**src/rtl/alu_operand_sequencer_pkg.sv**
```systemverilog
// Shared definitions for the xor_alu operand sequencer: datapath width and FSM states.
package alu_operand_sequencer_pkg;

    localparam int unsigned ALU_WIDTH = 16;

    typedef enum logic [1:0] {
        SEQ_IDLE  = 2'd0,
        SEQ_GOT_A = 2'd1,
        SEQ_EXEC  = 2'd2,
        SEQ_OUT   = 2'd3
    } seq_state_t;

    // Operand beats are only taken while collecting A or B.
    function automatic logic accepts_input(input seq_state_t s);
        return (s == SEQ_IDLE) || (s == SEQ_GOT_A);
    endfunction

endpackage

```
**src/rtl/alu_operand_sequencer.sv**
```systemverilog
// Serial operand front-end for xor_alu: collects A then B over one valid/ready bus,
// holds them on the ALU inputs, captures the result with a zero flag and hands it
// downstream over a second valid/ready handshake, counting completed operations.
module alu_operand_sequencer
    import alu_operand_sequencer_pkg::*;
#(
    parameter int unsigned WIDTH = ALU_WIDTH,
    parameter int unsigned CNT_W = 8
) (
    input  logic             clk,
    input  logic             rst_n,
    input  logic             flush,
    input  logic             in_valid,
    output logic             in_ready,
    input  logic [WIDTH-1:0] in_data,
    output logic [WIDTH-1:0] alu_a,
    output logic [WIDTH-1:0] alu_b,
    input  logic [WIDTH-1:0] alu_g,
    output logic             out_valid,
    input  logic             out_ready,
    output logic [WIDTH-1:0] out_data,
    output logic             out_zero,
    output logic             busy,
    output logic [CNT_W-1:0] op_count
);

    seq_state_t       r_state;
    seq_state_t       w_next;
    logic             r_in_ready;
    logic             r_out_valid;
    logic             r_busy;
    logic [WIDTH-1:0] r_a;
    logic [WIDTH-1:0] r_b;
    logic [WIDTH-1:0] r_out_data;
    logic             r_out_zero;
    logic [CNT_W-1:0] r_op_count;
    logic             w_in_fire;
    logic             w_out_fire;

    assign w_in_fire  = in_valid & r_in_ready;
    assign w_out_fire = r_out_valid & out_ready;

    // Next-state selection; flush overrides every handshake.
    always_comb begin
        w_next = r_state;
        unique case (r_state)
            SEQ_IDLE:  if (w_in_fire)  w_next = SEQ_GOT_A;
            SEQ_GOT_A: if (w_in_fire)  w_next = SEQ_EXEC;
            SEQ_EXEC:                  w_next = SEQ_OUT;
            SEQ_OUT:   if (out_ready)  w_next = SEQ_IDLE;
            default:                   w_next = SEQ_IDLE;
        endcase
        if (flush) begin
            w_next = SEQ_IDLE;
        end
    end

    // State register; handshake/status outputs are registered decodes of the next state,
    // so they track the state exactly while coming straight from flops.
    always_ff @(posedge clk or negedge rst_n) begin
        if (!rst_n) begin
            r_state     <= SEQ_IDLE;
            r_in_ready  <= 1'b0;
            r_out_valid <= 1'b0;
            r_busy      <= 1'b0;
        end else begin
            r_state     <= w_next;
            r_in_ready  <= accepts_input(w_next);
            r_out_valid <= (w_next == SEQ_OUT);
            r_busy      <= (w_next != SEQ_IDLE);
        end
    end

    // Operand, result and counter registers; flush clears operands/result but not the count.
    always_ff @(posedge clk or negedge rst_n) begin
        if (!rst_n) begin
            r_a        <= '0;
            r_b        <= '0;
            r_out_data <= '0;
            r_out_zero <= 1'b0;
            r_op_count <= '0;
        end else if (flush) begin
            r_a        <= '0;
            r_b        <= '0;
            r_out_data <= '0;
            r_out_zero <= 1'b0;
        end else begin
            if ((r_state == SEQ_IDLE) && w_in_fire) begin
                r_a <= in_data;
            end
            if ((r_state == SEQ_GOT_A) && w_in_fire) begin
                r_b <= in_data;
            end
            if (r_state == SEQ_EXEC) begin
                r_out_data <= alu_g;
                r_out_zero <= (alu_g == '0);
            end
            if ((r_state == SEQ_OUT) && w_out_fire) begin
                r_op_count <= r_op_count + CNT_W'(1);
            end
        end
    end

    assign in_ready  = r_in_ready;
    assign out_valid = r_out_valid;
    assign busy      = r_busy;
    assign alu_a     = r_a;
    assign alu_b     = r_b;
    assign out_data  = r_out_data;
    assign out_zero  = r_out_zero;
    assign op_count  = r_op_count;

endmodule

```
**config.mk**
```make
export PLATFORM = sky130hd
export DESIGN_NAME = alu_operand_sequencer
export DESIGN_NICKNAME = d
export VERILOG_FILES = /design/src/rtl/alu_operand_sequencer_pkg.sv /design/src/rtl/alu_operand_sequencer.sv
export SDC_FILE = /design/constraint.sdc
export NUM_CORES = 1
export LEC_CHECK = 0
export CORE_MARGIN = 2
export CORE_UTILIZATION = 48
export CTS_CLUSTER_DIAMETER = 60
export DETAILED_ROUTE_END_ITERATION = 10
export GPL_TIMING_DRIVEN = 0
export HOLD_SLACK_MARGIN = 0.02
export MAX_ROUTING_LAYER = met4
export PLACE_DENSITY = 0.86
export SLEW_MARGIN = 20
export SYNTH_ARGS = -nofsm -noshare
export SYNTH_HDL_FRONTEND = slang
export SYNTH_SLANG_ARGS = --single-unit
```
**constraint.sdc**
```tcl
create_clock -name clk -period 3.3 [get_ports clk]
set_clock_uncertainty 0.05 [all_clocks]
set_input_delay 0.66 -clock clk [delete_from_list [all_inputs] [get_ports clk]]
set_output_delay 0.66 -clock clk [all_outputs]
set_load 0.05 [all_outputs]
```
# Word level (Yosys, flattened, before mapping)
# Cells that the tools add are included.
[totals] out_inout_bits=60 word_cells=43 ff_bits=62
[classes] n_reduce_logical=12 bitwise_logic=3 addsub=1 n_mux=13 eq_ne=5
[op_table] op="$mux 16" count=6
[op_table] op="$logic_not 16->1" count=1
[op_table] op="$add 8x1->8 const B" count=1
[op_table] op="$mux 2" count=4
[op_table] op="$pmux 2 s4" count=1
[op_table] op="$reduce_bool 2->1" count=4
[op_table] op="$eq 2x2->1 const B" count=3
[op_table] op="$eq 2x1->1 const B" count=2
[op_table] op="$logic_not 2->1" count=2
[op_table] op="$logic_and 1x1->1" count=3
[op_table] op="$and 1x1->1" count=2
[op_table] op="$mux 1" count=2
[op_table] op="$reduce_and 2->1" count=1
[op_table] op="$logic_or 1x1->1" count=1
[op_table] op="$not 1->1" count=1

# Longest topological paths before layout
[logic_depth] word_depth=6 depth_mapped=6 depth_no_buf=3

# Least setup slack after synthesis
# Ideal clock, no wire load.
[synth_path] path_type="input-to-reg" start="input port flush" end="register r_a[10] (netlist: alu_a[10])" arrival_ps=1502 path_slack_ps=1623 cell_stages=4 required_time_ps=3125 n_path_buf=2 cell_sequence="buf_6 a31oi_4 buf_12 mux2_4"
[synth_via] elab_chain_cells=1 word_cells_on_any_way=2 cone_classes="mux (1); reduce/logical (1)"
[synth_rtl] element="start, declared" line_no="alu_operand_sequencer.sv:12" rtl="input logic flush,"
[synth_rtl] element="$mux 16 or $reduce_bool 2->1 (tied branches)"
[synth_rtl] element="end signal, assigned" line_no="alu_operand_sequencer.sv:89" rtl="r_a <= in_data;"
[synth_rtl] element="end, declared" line_no="alu_operand_sequencer.sv:32" rtl="logic [WIDTH-1:0] r_a;"
# Several ways; a longest one is shown, not always the timed one.
# A chain may end at the register's enable or synchronous reset.

# Final worst setup path
[layout_path] start="register r_in_ready (netlist: in_ready)" end="output port in_ready"
[layout_lines] element="start, declared" line_no="alu_operand_sequencer.sv:29" rtl="logic r_in_ready;"
[layout_lines] element="start signal, assigned" line_no="alu_operand_sequencer.sv:68" rtl="r_in_ready <= accepts_input(w_next);"
[layout_lines] element="end, declared" line_no="alu_operand_sequencer.sv:14" rtl="output logic in_ready,"
# No word-level cell between the ends.

==> results.ini <==
[synth]
synth_edf_count=0
avgSynthCellArea_um2=10.91
synthFlopType=dfrtp_1
synth_nets=291
async_flop_share_pct=100.0
synth_cell_types=37
syn_inst=253
synth.ff_latch_count=62
synth_area_leaders=dfrtp_1 56%, nand2_1 9.0%, a21oi_1 6.2%, mux2_4 6.0%, nor2b_1 2.5%
synth_top_area_share_pct=56.18
syn_area_um2=2761
yosysWarnings=0
synth_seq_area_share_pct=56.18
synth_area_leader_cell=dfrtp_1

[clocking]
ctsResizeCount=0
clock_latency_ns=0.33
clkTransAtPathRegs_ns=0.06
cts_buffer_depth=2
htree_levels=3
cts_sinks=62
ctsHoldBuffers=0
cts_buffers=9
cts_post_setup_buffers_inserted=0
clock-root-buffer=clkbuf_8
cts_tree=done

[worst_setup_path]
cp.arrival_ns=1.65
path_depth=1
rr_worst_depth=5
crit_required_ns=2.59
cp_cell_sequence=clkdlybuf4s50_1
crit_buf_inv=1
crit_type=flip-flop to output port
crit_family=buffers and inverters
ff2ff_setup_slack_ns=1.75
cp-start-kind=flip-flop
timing.rr.start=r_state[0]$_DFF_PN0_
critPathLaunch=in_ready$_DFF_PN0_
slowest_delay_ns=0.86
critPathMaxFanout=5
worst_path_max_delay_cell=clkdlybuf4s50_1
r2r_end=alu_a[8]$_DFFE_PN0P_
end_kind=output port
endpoint=in_ready

[sta]
fin_crit_ns=2.360
worst_pin_slew_ns=0.5231
slew_viol_final=0
finalSetupViolations=0
max_freq_mhz=423.7
rsz0062_at_grt=no
finalHoldViolCount=0
slew_headroom_pct=65.01
fin_crit_sh_pct=71.52

[detailed_routing]
drt_iter0_drc=153
via_count=2163
drtPass1Iterations=4
wire_per_inst_um=14.76
wirelength_um=6452
via_per_inst=4.950
ant_nets=0
drc=0

[final_layout]
multi_input_area_um2=1080
layout-drive-gt1-share_pct=13.15
nNetsFinal=399
area_growth_pct=44.36
post-route-cell-area_um2=3986
nFillCells=416
post-route-util_pct=71.95
antenna_cells=0
mostFrequentLayoutCells=95 x clkdlybuf4s50_1, 66 x nand2_1, 62 x dfrtp_1, 34 x a21oi_1
layout_commonest_cell=clkdlybuf4s50_1
seq_area_um2=1551

[power_and_ir_drop]
power_frac_seq_pct=44.0
p_sw_share_pct=32.39
p_int_mw=1.298
worst_ir_drop_vdd_mv=0.3228
power_frac_comb_pct=28.2
clock_power_share_pct=27.7
power_density_nw_per_um2=481.6
p_switching_mw=0.6218
leakage_nw=1.701

[place]
place_area_um2=3837
gp_congestion=0.8271
hpwl_um=4738
io_buffer_count=96

[die]
ios=97
placementRows=27
initial_core_util_pct=49.84
design.core.area_um2=5540
die-area_um2=6375
die_h_um=79.85
die_w_um=79.85

[global_route]
grt_max_degree=60
grt_pass1_vias=2121
antenna_found_initial=0
gr-usage-all-layers_pct=22.37
grt_pass1_wl_um=10380
gr-total-overflow=0

[flow_run]
maxCapViolations=0

[outcome]
status=completed

[hold_path]
hold_class=primary input to async pin

[per-layer routing]
layer | track usage [%] | part of all wire, % | vias to the layer above
li1 | - | - | 1055
met1 | 26.57 | 42 | 1035
met2 | 36.55 | 52 | 67
met3 | 6.561 | 5.3 | 6
met4 | 7.797 | 1.1 | 0
met5 | - | 0 | -
[metrics by stage]
stage | setup TNS, ns | power (mW) | std cells | hold WS, ns | setup slack, ns
2_1_floorplan | 0 | 1.196 | 253 | 0.3144 | 1.623
3_3_place_gp | -24.59 | 1.389 | 421 | 0.4133 | -0.3984
3_5_place_dp | 0 | 1.406 | 422 | 0.4187 | 0.9286
4_1_cts | 0 | 1.932 | 437 | 0.06923 | 0.9271
5_1_grt | 0 | 2.007 | 437 | 0.05878 | 0.8724
6_report | 0 | 1.920 | 437 | 0.07698 | 0.9398
[cells in the mapped netlist (2+ instances only)]
cell and number:
dfrtp_1 62, and2_1 2, clkbuf_2 2, and2b_1 6, buf_6 4, buf_4 2
buf_2 5, nor2b_1 11, xnor2_1 7, clkbuf_1 2, mux2_4 11, a21oi_1 34
nand2_1 66, nand4_1 4, nand2b_1 2, buf_1 2, mux2_2 6, nor4_1 3
and4_1 2, nand3_1 3
[cell type report]
| type | instances | area share (%) |
|---|---|---|
| multi-input combinational | 173 | 27.09 |
| timing repair buffer | 97 | 24.73 |
| buffer | 18 | 3.264 |
| clock inverter | 2 | 0.2511 |
| tap | 72 | 2.260 |
| clock buffer | 13 | 3.484 |
| sequential | 62 | 38.92 |
[how the worst min path moves through the flow]
stage                                          to  slack [ns]                    start  cells past startpoint
after global routing        alu_a[10]$_DFFE_PN0P_        0.06                    rst_n                      1
after global placement    op_count[7]$_DFFE_PN0P_        0.41  op_count[7]$_DFFE_PN0P_                      1
after floorplan              alu_a[0]$_DFFE_PN0P_        0.31                    rst_n                      0
after detailed placement    alu_a[10]$_DFFE_PN0P_        0.42                    rst_n                      1
after CTS                   alu_a[10]$_DFFE_PN0P_        0.07                    rst_n                      1
final                       alu_a[10]$_DFFE_PN0P_        0.08                    rst_n                      1
[cells by family after synthesis]
kind of cell             synth area share (%)
AO/OA/AOI/OAI                           7.929
XOR/XNOR                                2.537
adder cells (fa/ha/maj)                0.4530
buffers and inverters                   4.712
flip-flops                              56.18
multiplexers                            8.428
AND/OR/NAND/NOR                         19.76
[power groups by stage]
stage                     logic, mW  registers [mW]  clock network, mW
after floorplan               0.164            1.03                  0
after global placement        0.533           0.856                  0
after detailed placement      0.547           0.860                  0
after CTS                     0.548           0.846              0.538
after global routing          0.573           0.851              0.583
final                         0.542           0.845              0.533
[flip-flops by register name, summed over array words and instances, names as in the netlist]
name,cells
alu_a,16
out_zero,1
op_count,8
alu_b,16
r_state,2
busy,1
out_data,16
in_ready,1
out_valid,1
Note: power is estimated with default switching activity, not from simulation.
